## config.mk

```make
export PLATFORM = sky130hd
export DESIGN_NAME = mdu
export DESIGN_NICKNAME = d
export VERILOG_FILES = /design/src/rtl/mdu.sv
export SDC_FILE = /design/constraint.sdc
export NUM_CORES = 1
export LEC_CHECK = 0
export CORE_MARGIN = 5
export CORE_UTILIZATION = 40
export CTS_CLUSTER_DIAMETER = 100
export CTS_CLUSTER_SIZE = 28
export DETAILED_ROUTE_END_ITERATION = 10
export PLACE_DENSITY = 0.55
export SLEW_MARGIN = 0
export SYNTH_ARGS = -nofsm -noshare
export SYNTH_HDL_FRONTEND = slang
export SYNTH_SLANG_ARGS = --single-unit
```

## constraint.sdc

```tcl
create_clock -name clk -period 12.2 [get_ports clk]
set_clock_uncertainty 0.15 [all_clocks]
set_input_delay 3.66 -clock clk [delete_from_list [all_inputs] [get_ports clk]]
set_output_delay 3.66 -clock clk [all_outputs]
set_load 0.02 [all_outputs]
```

## src/rtl/mdu.sv

```systemverilog
// mdu -- RV32M multiply/divide unit
//
// Iterative multiply/divide unit. Accepts one request at a time and produces
// one result per request.
//   clk, rst_n         : single clock; synchronous active-low reset
//   flush              : abort any in-flight or completed-but-unconsumed operation
//   req_valid/req_ready: request handshake (req_ready only in IDLE)
//   req_op             : funct3 (MUL, MULH, MULHSU, MULHU, DIV, DIVU, REM, REMU)
//   req_operand1/2     : rs1/rs2 values
//   req_rd             : destination tag, returned unchanged on resp_rd
//   resp_valid/ready   : response handshake
//   resp_result        : 32-bit RV32M result
//   resp_rd            : tag of the completed request
//
// Multiply is a 32-step radix-2 shift-add over magnitudes. Divide is a
// 32-step restoring division over magnitudes. Signs are reapplied when the
// result is registered on entry to DONE. Divide-by-zero and signed overflow
// bypass iteration and complete on the edge after acceptance.

package _riscv_defines;
  localparam int DATA_WIDTH = 32;
endpackage

module mdu
  import _riscv_defines::*;
(
  input  logic                  clk,
  input  logic                  rst_n,
  input  logic                  flush,
  input  logic                  req_valid,
  output logic                  req_ready,
  input  logic [2:0]            req_op,
  input  logic [DATA_WIDTH-1:0] req_operand1,
  input  logic [DATA_WIDTH-1:0] req_operand2,
  input  logic [4:0]            req_rd,
  output logic                  resp_valid,
  input  logic                  resp_ready,
  output logic [DATA_WIDTH-1:0] resp_result,
  output logic [4:0]            resp_rd
);

  typedef enum logic [1:0] {IDLE, MUL, DIV, DONE} state_t;

  state_t                  state;
  logic [4:0]              cnt;
  logic [1:0]              op_q;
  logic [4:0]              rd_q;
  logic [DATA_WIDTH-1:0]   opnd_q;
  logic [2*DATA_WIDTH-1:0] acc_q;
  logic                    neg_q;
  logic                    a_neg_q;
  logic                    shortcut_q;
  logic [DATA_WIDTH-1:0]   result_q;
  logic [4:0]              resp_rd_q;

  // Request decode.
  logic                    op1_signed, op2_signed;
  logic                    a_neg, b_neg;
  logic [DATA_WIDTH-1:0]   mag_a, mag_b;
  logic                    div_zero, div_ovf, shortcut;
  logic [DATA_WIDTH-1:0]   special_result;

  // One iteration of each datapath and the sign-corrected final results.
  logic [DATA_WIDTH:0]     mul_sum;
  logic [2*DATA_WIDTH-1:0] mul_next;
  logic [2*DATA_WIDTH-1:0] prod_signed;
  logic [DATA_WIDTH-1:0]   mul_result;
  logic [DATA_WIDTH:0]     rem_shift;
  logic                    div_ge;
  logic [DATA_WIDTH-1:0]   div_diff;
  logic [2*DATA_WIDTH-1:0] div_next;
  logic [DATA_WIDTH-1:0]   quo, rem;
  logic [DATA_WIDTH-1:0]   div_result;

  assign req_ready   = (state == IDLE) && rst_n;
  assign resp_valid  = (state == DONE);
  assign resp_result = result_q;
  assign resp_rd     = resp_rd_q;

  always_comb begin
    op1_signed = !req_op[2] ? (req_op[1:0] != 2'b11) : !req_op[0];
    op2_signed = !req_op[2] ? !req_op[1] : !req_op[0];
    a_neg      = op1_signed && req_operand1[DATA_WIDTH-1];
    b_neg      = op2_signed && req_operand2[DATA_WIDTH-1];
    mag_a      = a_neg ? (32'd0 - req_operand1) : req_operand1;
    mag_b      = b_neg ? (32'd0 - req_operand2) : req_operand2;
    div_zero   = (req_operand2 == 32'd0);
    div_ovf    = !req_op[0] && (req_operand1 == 32'h8000_0000) &&
                 (req_operand2 == 32'hFFFF_FFFF);
    shortcut   = req_op[2] && (div_zero || div_ovf);
    if (div_zero)
      special_result = req_op[1] ? req_operand1 : 32'hFFFF_FFFF;
    else
      special_result = req_op[1] ? 32'd0 : 32'h8000_0000;
  end

  // acc_q holds {high partial product, remaining multiplier} for multiply
  // and {partial remainder, dividend/quotient} for divide.
  always_comb begin
    mul_sum     = {1'b0, acc_q[63:32]} + (acc_q[0] ? {1'b0, opnd_q} : 33'd0);
    mul_next    = {mul_sum, acc_q[31:1]};
    prod_signed = neg_q ? (64'd0 - mul_next) : mul_next;
    mul_result  = (op_q == 2'b00) ? prod_signed[31:0] : prod_signed[63:32];

    rem_shift   = {acc_q[63:32], acc_q[31]};
    div_ge      = rem_shift >= {1'b0, opnd_q};
    div_diff    = rem_shift[31:0] - opnd_q;
    div_next    = div_ge ? {div_diff, acc_q[30:0], 1'b1}
                         : {rem_shift[31:0], acc_q[30:0], 1'b0};
    quo         = div_next[31:0];
    rem         = div_next[63:32];
    if (op_q[1])
      div_result = a_neg_q ? (32'd0 - rem) : rem;
    else
      div_result = neg_q ? (32'd0 - quo) : quo;
  end

  // Control FSM and datapath registers. Reset beats flush, flush beats
  // every handshake; request inputs are only looked at in IDLE.
  always_ff @(posedge clk) begin
    if (!rst_n) begin
      state      <= IDLE;
      cnt        <= '0;
      op_q       <= '0;
      rd_q       <= '0;
      opnd_q     <= '0;
      acc_q      <= '0;
      neg_q      <= 1'b0;
      a_neg_q    <= 1'b0;
      shortcut_q <= 1'b0;
      result_q   <= '0;
      resp_rd_q  <= '0;
    end else if (flush) begin
      state <= IDLE;
      cnt   <= '0;
    end else begin
      case (state)
        IDLE: begin
          if (req_valid) begin
            op_q       <= req_op[1:0];
            rd_q       <= req_rd;
            neg_q      <= a_neg ^ b_neg;
            a_neg_q    <= a_neg;
            shortcut_q <= shortcut;
            cnt        <= '0;
            if (req_op[2]) begin
              state  <= DIV;
              opnd_q <= mag_b;
              acc_q  <= shortcut ? {32'd0, special_result} : {32'd0, mag_a};
            end else begin
              state  <= MUL;
              opnd_q <= mag_a;
              acc_q  <= {32'd0, mag_b};
            end
          end
        end
        MUL: begin
          acc_q <= mul_next;
          cnt   <= cnt + 5'd1;
          if (cnt == 5'd31) begin
            result_q  <= mul_result;
            resp_rd_q <= rd_q;
            state     <= DONE;
          end
        end
        DIV: begin
          if (shortcut_q) begin
            result_q  <= acc_q[31:0];
            resp_rd_q <= rd_q;
            state     <= DONE;
          end else begin
            acc_q <= div_next;
            cnt   <= cnt + 5'd1;
            if (cnt == 5'd31) begin
              result_q  <= div_result;
              resp_rd_q <= rd_q;
              state     <= DONE;
            end
          end
        end
        DONE: begin
          if (resp_ready)
            state <= IDLE;
        end
        default: state <= IDLE;
      endcase
    end
  end

endmodule

```

==> impl_metrics.prom, run 1 <==
# TYPE chip_impl_metric gauge
chip_impl_info{name="slowest_stage",value="sky130_fd_sc_hd__clkdlybuf4s50_1"} 1
chip_impl_metric{name="floorplan.die.height",unit="um"} 222
chip_impl_metric{name="nets",unit=""} 2777
chip_impl_info{name="layout_commonest_cell",value="sky130_fd_sc_hd__nand2_1"} 1
chip_impl_info{name="setup.worst_path.class",value="in -> out"} 1
chip_impl_metric{name="cts_resized",unit=""} 0
chip_impl_metric{name="clkLatencyLatePin",unit="ns"} 0.49
chip_impl_metric{name="floorplan.die.width",unit="um"} 222
chip_impl_metric{name="placeableCoreArea",unit="um2"} 44400
chip_impl_metric{name="gp_congestion",unit=""} 0.973
chip_impl_info{name="start_kind",value="input port"} 1
chip_impl_metric{name="cts.htree.levels",unit=""} 4
chip_impl_metric{name="cp_data_required_time",unit="ns"} 8.39
chip_impl_metric{name="synth.avg_cell_area",unit="um2"} 6.79
chip_impl_metric{name="final.setup.tns",unit="ns"} 0
chip_impl_info{name="cts_tree",value="done"} 1
chip_impl_metric{name="synth_top_area_share",unit="%"} 16.6
chip_impl_metric{name="grt-ovfl-total",unit=""} 0
chip_impl_info{name="worst_hold_startpoint",value="cnt[4]"} 1
chip_impl_metric{name="async_flop_share",unit="%"} 0
chip_impl_info{name="yosys-top-cells-area",value="sky130_fd_sc_hd__dfxtp_1 (17%), sky130_fd_sc_hd__nand2_1 (6.9%), sky130_fd_sc_hd__a21oi_1 (5.5%)"} 1
chip_impl_metric{name="avg_vias_per_cell",unit=""} 6.46
chip_impl_metric{name="clock_path_buffers",unit=""} 2
chip_impl_info{name="clk_root_buffer_cell",value="sky130_fd_sc_hd__clkbuf_16"} 1
chip_impl_metric{name="io_buffer_count",unit=""} 115
chip_impl_metric{name="num_io_pins",unit=""} 116
chip_impl_info{name="min_path_type",value="reg -> reg"} 1
chip_impl_info{name="synth_top_family_by_area",value="compound AO/OA/AOI/OAI gates"} 1
chip_impl_metric{name="synth_compound_area_share",unit="%"} 34.3
chip_impl_info{name="hold_end",value="cnt[4]"} 1
chip_impl_metric{name="first_global_vias",unit=""} 19481
chip_impl_metric{name="timing_worst_slew_pin_value",unit="ns"} 1.21
chip_impl_metric{name="final_layout_size_suffix_gt1_share",unit="%"} 4.78
chip_impl_info{name="timing.rr.start",value="acc_q[31]"} 1
chip_impl_info{name="synthFlopType",value="sky130_fd_sc_hd__dfxtp_1"} 1
chip_impl_metric{name="filler_cell_count",unit=""} 4651
chip_impl_metric{name="route.detailed.wl_per_inst",unit="um"} 25.2
chip_impl_metric{name="cts_setup_buffers",unit=""} 0
chip_impl_metric{name="route.detailed.drc",unit=""} 0
chip_impl_metric{name="max_freq",unit="GHz"} 0.115
chip_impl_metric{name="drt-initial-drc-count",unit=""} 2267
chip_impl_metric{name="tritoncts.num_buffers",unit=""} 17
chip_impl_info{name="end_of_the_worst_register_to_register_path",value="resp_result[28]"} 1
chip_impl_metric{name="post_synthesis_xor_xnor_area_fraction",unit="%"} 8.35
chip_impl_metric{name="core.rowCount",unit=""} 77
chip_impl_metric{name="clk_transition_reported_paths",unit="ns"} 0.07
chip_impl_info{name="status",value="finished clean"} 1
chip_impl_metric{name="vias",unit=""} 20842
chip_impl_metric{name="fp.dieArea",unit="um2"} 49500
chip_impl_metric{name="muxShareOfSynthArea",unit="%"} 2.32
chip_impl_metric{name="worst_path_largest_cell_delay",unit="ns"} 0.61
chip_impl_metric{name="worstPathArrival",unit="ns"} 4.90
chip_impl_metric{name="synth_cells",unit=""} 2658
chip_impl_info{name="synth_top_cell_by_area",value="sky130_fd_sc_hd__dfxtp_1"} 1
chip_impl_metric{name="design_power_total",unit="W"} 0.00183
chip_impl_metric{name="hold_violations",unit=""} 0
chip_impl_metric{name="power.static_leakage",unit="nW"} 7.50
chip_impl_metric{name="diodes",unit=""} 0
chip_impl_metric{name="area_growth",unit="%"} 11.1
chip_impl_metric{name="ant_nets",unit=""} 0
chip_impl_metric{name="ys_types",unit=""} 83
chip_impl_metric{name="cts_hold_buffers",unit=""} 0
chip_impl_metric{name="postRouteWirelength",unit="um"} 81200
chip_impl_metric{name="synth_edf_count",unit=""} 0
chip_impl_metric{name="period_minus_slack",unit="ns"} 8.71
chip_impl_metric{name="drt_pre_antenna_iters",unit=""} 8
chip_impl_metric{name="synthesized_cell_area",unit="um2"} 18000
chip_impl_info{name="rsz0062_at_grt",value="false"} 1
chip_impl_metric{name="power-per-cell-area",unit="nW/um2"} 91.3
chip_impl_metric{name="yosys_warnings",unit=""} 0
chip_impl_metric{name="synth-adder-area-share",unit="%"} 5.49
chip_impl_metric{name="synth.ff_latch_count",unit=""} 150
chip_impl_info{name="path_cells",value="buf_4 > and2_1 > clkdlybuf4s50_1"} 1
chip_impl_info{name="timing.critical_path.max_delay_family",value="buffers and inverters"} 1
chip_impl_metric{name="synthSimpleGateAreaFrac",unit="%"} 26.9
chip_impl_metric{name="critPathMaxFanout",unit=""} 50
chip_impl_info{name="most-common-layout-cells",value="sky130_fd_sc_hd__nand2_1 (332), sky130_fd_sc_hd__nor2_1 (222), sky130_fd_sc_hd__a21oi_1 (199)"} 1
chip_impl_metric{name="total_nets_after_synthesis",unit=""} 2813
chip_impl_metric{name="max-slew-margin-rel",unit="%"} 18.8
chip_impl_metric{name="holdPathStages",unit=""} 2
chip_impl_metric{name="grt_start_max_net_pins",unit=""} 97
chip_impl_metric{name="grtUsageTotal",unit="%"} 31.5
chip_impl_metric{name="antenna_found_initial",unit=""} 0
chip_impl_metric{name="register_to_register_setup_slack",unit="ns"} 5.17
chip_impl_metric{name="ff2ff_path_depth",unit=""} 22
chip_impl_metric{name="critPathBufInv",unit=""} 2
chip_impl_metric{name="irDropWorstVdd",unit="uV"} 90.8
chip_impl_metric{name="initial_utilization",unit="%"} 40.6
chip_impl_metric{name="max-cap-violations",unit=""} 0
chip_impl_metric{name="synth_seq_area_share",unit="%"} 16.6
chip_impl_info{name="worstSetupEndpointType",value="output pin"} 1
chip_impl_metric{name="dpl.hpwl",unit="um"} 62200
chip_impl_metric{name="finalCritPeriodShare",unit="%"} 71.4
chip_impl_metric{name="report.final.slew_viol_count",unit=""} 0
chip_impl_metric{name="grt_first_pass_wirelength",unit="um"} 121000
chip_impl_metric{name="setup_viol",unit=""} 0
chip_impl_metric{name="cts_sinks",unit=""} 150
-- worst min-delay path, cell delays in order, from the launching register on --
cell and delay (ns):
sky130_fd_sc_hd__dfxtp_1 0.32, sky130_fd_sc_hd__nand2_1 0.05, sky130_fd_sc_hd__a21oi_1 0.05
-- cell usage after synthesis, types with 9 or more instances --
cell type                     n
sky130_fd_sc_hd__nand2b_1    22
sky130_fd_sc_hd__ha_1        76
sky130_fd_sc_hd__nand4_1     28
sky130_fd_sc_hd__a221oi_1    24
sky130_fd_sc_hd__a22o_1      29
sky130_fd_sc_hd__a221o_1     10
sky130_fd_sc_hd__a22oi_1     38
sky130_fd_sc_hd__o22ai_1     13
sky130_fd_sc_hd__or4_1       18
sky130_fd_sc_hd__clkbuf_1   186
sky130_fd_sc_hd__nand2_1    332
sky130_fd_sc_hd__a21oi_1    199
sky130_fd_sc_hd__o21a_1      19
sky130_fd_sc_hd__a21boi_0    34
sky130_fd_sc_hd__nor3_1     101
sky130_fd_sc_hd__nor2b_1     60
sky130_fd_sc_hd__buf_2       10
sky130_fd_sc_hd__mux2i_1     34
sky130_fd_sc_hd__o221ai_1    10
sky130_fd_sc_hd__nor2_1     226
sky130_fd_sc_hd__o211a_1     17
sky130_fd_sc_hd__a211oi_1    47
sky130_fd_sc_hd__xor2_1      84
sky130_fd_sc_hd__a311oi_1     9
sky130_fd_sc_hd__or2_2       11
sky130_fd_sc_hd__a211o_1     13
sky130_fd_sc_hd__a21o_1      33
sky130_fd_sc_hd__or3_1       32
sky130_fd_sc_hd__nor3b_1      9
sky130_fd_sc_hd__buf_1       11
sky130_fd_sc_hd__inv_1       69
sky130_fd_sc_hd__and3_1      26
sky130_fd_sc_hd__a31oi_1     31
sky130_fd_sc_hd__nor4_1      25
sky130_fd_sc_hd__o2111ai_1   11
sky130_fd_sc_hd__xnor2_1     88
sky130_fd_sc_hd__dfxtp_1    150
sky130_fd_sc_hd__o211ai_1    57
sky130_fd_sc_hd__nand3b_1    10
sky130_fd_sc_hd__o31ai_1     37
sky130_fd_sc_hd__o21ai_0    195
sky130_fd_sc_hd__o311ai_0    19
sky130_fd_sc_hd__and2_1      22
sky130_fd_sc_hd__nand3_1     72
sky130_fd_sc_hd__o41ai_1     10
-- stage by stage --
step / util [%] / setup slack, ns / hold slack [ns] / cell area (um2) / std cells
CTS: 45.1 / 3.47 / 0.316 / 20000 / 3227
detailed placement: 43.8 / 3.49 / 0.305 / 19500 / 3195
global placement: 43.8 / 3.48 / 0.298 / 19500 / 3195
finish: 45.1 / 3.49 / 0.312 / 20000 / 3227
global route: 45.1 / 3.40 / 0.343 / 20000 / 3227
floorplan: - / 3.73 / 0.286 / 18000 / 2658
-- kinds of logic after synthesis --
family | after synthesis
AND/OR/NAND/NOR | 1015
flip-flops | 150
multiplexers | 41
buffers and inverters | 281
adder cells (fa/ha/maj) | 78
AO/OA/AOI/OAI | 921
XOR/XNOR | 172
-- where the power goes --
group	switching (W)	internal, W
Sequential	0.0000416	0.000507
Combinational	0.000483	0.000246
Clock	0.000276	0.000275
Total	0.000801	0.00103
-- sequential cells by signal, summed over array words and instances (netlist names) --
signal       cells
neg_q            1
op_q             2
resp_rd          5
cnt              5
rd_q             5
acc_q           64
shortcut_q       1
opnd_q          32
state            2
resp_result     32
a_neg_q          1
-- layout make-up --
cell class	count	area [um2]	area share [%]
repair buffers	153	1430	7.13
clock inverters	14	154	0.768
flip-flops and latches	150	3000	15.0
clock buffers	18	429	2.14
well taps	592	741	3.69
multi-input cells	2227	14000	69.9
inverters	73	274	1.37
-- layer usage --
layer  vias up  share of wire [%]  GRT usage (%)
met4         0                5.1           14.4
li1       9756                  -              -
met2       982                 46           52.5
met3       199                8.2           6.19
met5         -                  0              0
met1      9905                 40           39.3
-- how the worst max path moves through the flow --
stage | startpoint | to | slack [ns] | cells past startpoint
3_5_place_dp | rst_n | req_ready | 3.49 | 3
5_1_grt | rst_n | req_ready | 3.40 | 3
6_report | rst_n | req_ready | 3.49 | 3
3_3_place_gp | rst_n | req_ready | 3.48 | 3
2_1_floorplan | rst_n | req_ready | 3.73 | 4
4_1_cts | rst_n | req_ready | 3.47 | 3
(Power assumes the default switching activity.)
==> run 2: changes to the inputs <==
--- a/config.mk
+++ b/config.mk
@@ -10,7 +10,7 @@
 export CTS_CLUSTER_DIAMETER = 100
 export CTS_CLUSTER_SIZE = 28
 export DETAILED_ROUTE_END_ITERATION = 10
-export PLACE_DENSITY = 0.55
+export PLACE_DENSITY = 0.57
 export SLEW_MARGIN = 0
 export SYNTH_ARGS = -nofsm -noshare
 export SYNTH_HDL_FRONTEND = slang
==> constraint.sdc (replaced) <==
create_clock -name clk -period 7.08 [get_ports clk]
set_clock_uncertainty 0.15 [all_clocks]
set_input_delay 2.124 -clock clk [delete_from_list [all_inputs] [get_ports clk]]
set_output_delay 2.124 -clock clk [all_outputs]
set_load 0.02 [all_outputs]
==> run 2 against run 1 <==
Net effect: utilization is 0.36 points higher; critical path depth is 19 higher; clock power is 75% higher; critical path type is now reg -> reg; largest power group unchanged.
==> impl_metrics.prom, run 2 (synthesis results as in run 1) <==
# TYPE chip_impl_metric gauge
chip_impl_metric{name="first_global_vias",unit=""} 19981
chip_impl_metric{name="floorplan.die.height",unit="um"} 222
chip_impl_metric{name="worstPathArrival",unit="ns"} 6.27
chip_impl_metric{name="grt-ovfl-total",unit=""} 0
chip_impl_metric{name="filler_cell_count",unit=""} 4644
chip_impl_metric{name="critPathMaxFanout",unit=""} 8
chip_impl_info{name="start_kind",value="flip-flop"} 1
chip_impl_metric{name="worst_path_largest_cell_delay",unit="ns"} 0.67
chip_impl_metric{name="wl_met3",unit="um"} 6790
chip_impl_metric{name="floorplan.die.width",unit="um"} 222
chip_impl_metric{name="ant_nets",unit=""} 0
chip_impl_metric{name="dpl.hpwl",unit="um"} 63200
chip_impl_info{name="max_flop_register",value="acc_q"} 1
chip_impl_metric{name="largest_reg_flops",unit=""} 64
chip_impl_metric{name="route.detailed.drc",unit=""} 0
chip_impl_metric{name="grt_start_max_net_pins",unit=""} 87
chip_impl_metric{name="io_buffer_count",unit=""} 115
chip_impl_metric{name="timing_worst_slew_pin_value",unit="ns"} 1.37
chip_impl_metric{name="clk_transition_reported_paths",unit="ns"} 0.07
chip_impl_metric{name="max-slew-margin-rel",unit="%"} 7.70
chip_impl_metric{name="period_minus_slack",unit="ns"} 6.01
chip_impl_metric{name="post-route-cell-area",unit="um2"} 20200
chip_impl_metric{name="core.rowCount",unit=""} 77
chip_impl_metric{name="avg_vias_per_cell",unit=""} 6.54
chip_impl_metric{name="finalCritPeriodShare",unit="%"} 84.8
chip_impl_metric{name="setup_viol",unit=""} 0
chip_impl_metric{name="cts_setup_buffers",unit=""} 0
chip_impl_metric{name="drt_pre_antenna_iters",unit=""} 6
chip_impl_metric{name="drt-initial-drc-count",unit=""} 2585
chip_impl_metric{name="max_freq",unit="GHz"} 0.167
chip_impl_metric{name="final.setup.tns",unit="ns"} 0
chip_impl_info{name="cts_tree",value="done"} 1
chip_impl_metric{name="drt-met1-wl",unit="um"} 33400
chip_impl_metric{name="placeableCoreArea",unit="um2"} 44400
chip_impl_metric{name="clock_path_buffers",unit=""} 2
chip_impl_info{name="setup.worst_path.class",value="reg -> reg"} 1
chip_impl_metric{name="cts_sinks",unit=""} 150
chip_impl_metric{name="clkLatencyLatePin",unit="ns"} 0.49
chip_impl_metric{name="cts.htree.levels",unit=""} 4
chip_impl_metric{name="vias",unit=""} 21238
chip_impl_metric{name="tritoncts.num_buffers",unit=""} 17
chip_impl_info{name="path_cells",value="inv_1 > ha_1 > nor2b_1 > o2111ai_1 > a211oi_1 > nor3_1 > a211o_1 > nand2_1 > inv_1 > nand2_1 > nand2_1 > inv_1 > ha_1 > nand3b_1 > or3_1 > nor3_1 > o22a_1 > nand4_1 > nor4b_1 > mux2i_1 > nand3_1 > a31oi_1"} 1
chip_impl_info{name="layout_commonest_cell",value="sky130_fd_sc_hd__nand2_1"} 1
chip_impl_metric{name="report.final.slew_viol_count",unit=""} 0
chip_impl_metric{name="max-cap-violations",unit=""} 0
chip_impl_metric{name="fp.dieArea",unit="um2"} 49500
chip_impl_metric{name="num_io_pins",unit=""} 116
chip_impl_metric{name="antenna_found_initial",unit=""} 1
chip_impl_metric{name="power-per-cell-area",unit="nW/um2"} 157
chip_impl_info{name="clk_root_buffer_cell",value="sky130_fd_sc_hd__clkbuf_16"} 1
chip_impl_metric{name="postRouteWirelength",unit="um"} 82200
chip_impl_info{name="most-common-layout-cells",value="sky130_fd_sc_hd__nand2_1 (332), sky130_fd_sc_hd__nor2_1 (222), sky130_fd_sc_hd__a21oi_1 (199)"} 1
chip_impl_metric{name="diodes",unit=""} 0
chip_impl_metric{name="cts_hold_buffers",unit=""} 0
chip_impl_info{name="dr.max_layer_used",value="met4"} 1
chip_impl_metric{name="irDropWorstVdd",unit="uV"} 133
chip_impl_metric{name="hold_violations",unit=""} 0
chip_impl_info{name="rsz0062_at_grt",value="false"} 1
chip_impl_metric{name="route.detailed.wl_per_inst",unit="um"} 25.3
chip_impl_metric{name="cp_data_required_time",unit="ns"} 7.34
chip_impl_metric{name="cts_resized",unit=""} 0
chip_impl_metric{name="nets",unit=""} 2799
chip_impl_metric{name="final_layout_size_suffix_gt1_share",unit="%"} 5.50
chip_impl_metric{name="power.static_leakage",unit="nW"} 7.60
chip_impl_info{name="min_path_type",value="reg -> reg"} 1
chip_impl_metric{name="gp_congestion",unit=""} 0.992
chip_impl_info{name="slowest_stage",value="sky130_fd_sc_hd__a211oi_1"} 1
chip_impl_metric{name="area_growth",unit="%"} 12.0
chip_impl_info{name="worstSetupEndpointType",value="flip-flop"} 1
chip_impl_metric{name="wl_met2",unit="um"} 37300
chip_impl_metric{name="placed_area",unit="um2"} 19600
chip_impl_metric{name="initial_utilization",unit="%"} 40.6
chip_impl_metric{name="grtUsageTotal",unit="%"} 31.9
chip_impl_metric{name="grt_first_pass_wirelength",unit="um"} 124000
chip_impl_info{name="status",value="finished clean"} 1
-- run 2: cell count changes in the layout (fill, tap and decap cells not counted), sizes merged --
| cell | previous run | this run |
|---|---|---|
| inv | 80 | 73 |
| clkinvlp | 1 | 4 |
| clkbuf | 18 | 19 |
| bufinv | 0 | 2 |
| buf | 40 | 62 |
-- run 2: final timing paths --
kind | slack, ns | depth (start not counted) | endpoint | from
max | 1.07 | 22 | resp_result[28] | acc_q[31]
min | 0.31 | 2 | cnt[4] | cnt[4]
max reg2reg | 1.07 | 22 | resp_result[28] | acc_q[31]
min reg2reg | 0.31 | 2 | cnt[4] | cnt[4]
-- run 2: area by class of cell --
class / count / area (um2) / area share (%)
well taps: 592 / 741 / 3.67
inverters: 73 / 274 / 1.36
clock inverters: 12 / 143 / 0.706
clock buffers: 19 / 443 / 2.19
repair buffers: 175 / 1590 / 7.89
flip-flops and latches: 150 / 3000 / 14.9
multi-input cells: 2227 / 14000 / 69.3
-- run 2: report_power, final --
part,switching [W],leakage (nW),internal [W]
Sequential,0.0000586,1.22,0.000875
Clock,0.000433,0.273,0.000530
Combinational,0.000852,6.11,0.000432
-- run 2: worst max-delay path, delay by kind of cell (launching register included) --
| family | cells | cell delay, ns |
|---|---|---|
| multiplexers | 1 | 0.24 |
| buffers and inverters | 3 | 0.34 |
| adder cells (fa/ha/maj) | 2 | 0.48 |
| flip-flops | 1 | 0.49 |
| AND/OR/NAND/NOR | 11 | 2.37 |
| AO/OA/AOI/OAI | 5 | 1.85 |
-- run 2: through the flow --
step	hold WS, ns	worst slack, ns	util, %	instances	power, W
after global routing	0.324	0.575	45.5	3248	0.00331
after detailed placement	0.304	1.15	44.2	3217	0.00219
after floorplan	0.286	1.69	-	2658	0.00175
after CTS	0.314	1.27	45.5	3248	0.00315
final	0.311	1.07	45.5	3248	0.00318
after global placement	0.291	1.19	44.2	3217	0.00218
-- run 2: layer usage --
layer | track usage [%] | vias to the layer above
met4 | 15.6 | 0
met5 | 0 | -
li1 | - | 9804
met1 | 40.6 | 10026
met3 | 6.33 | 253
met2 | 51.8 | 1155
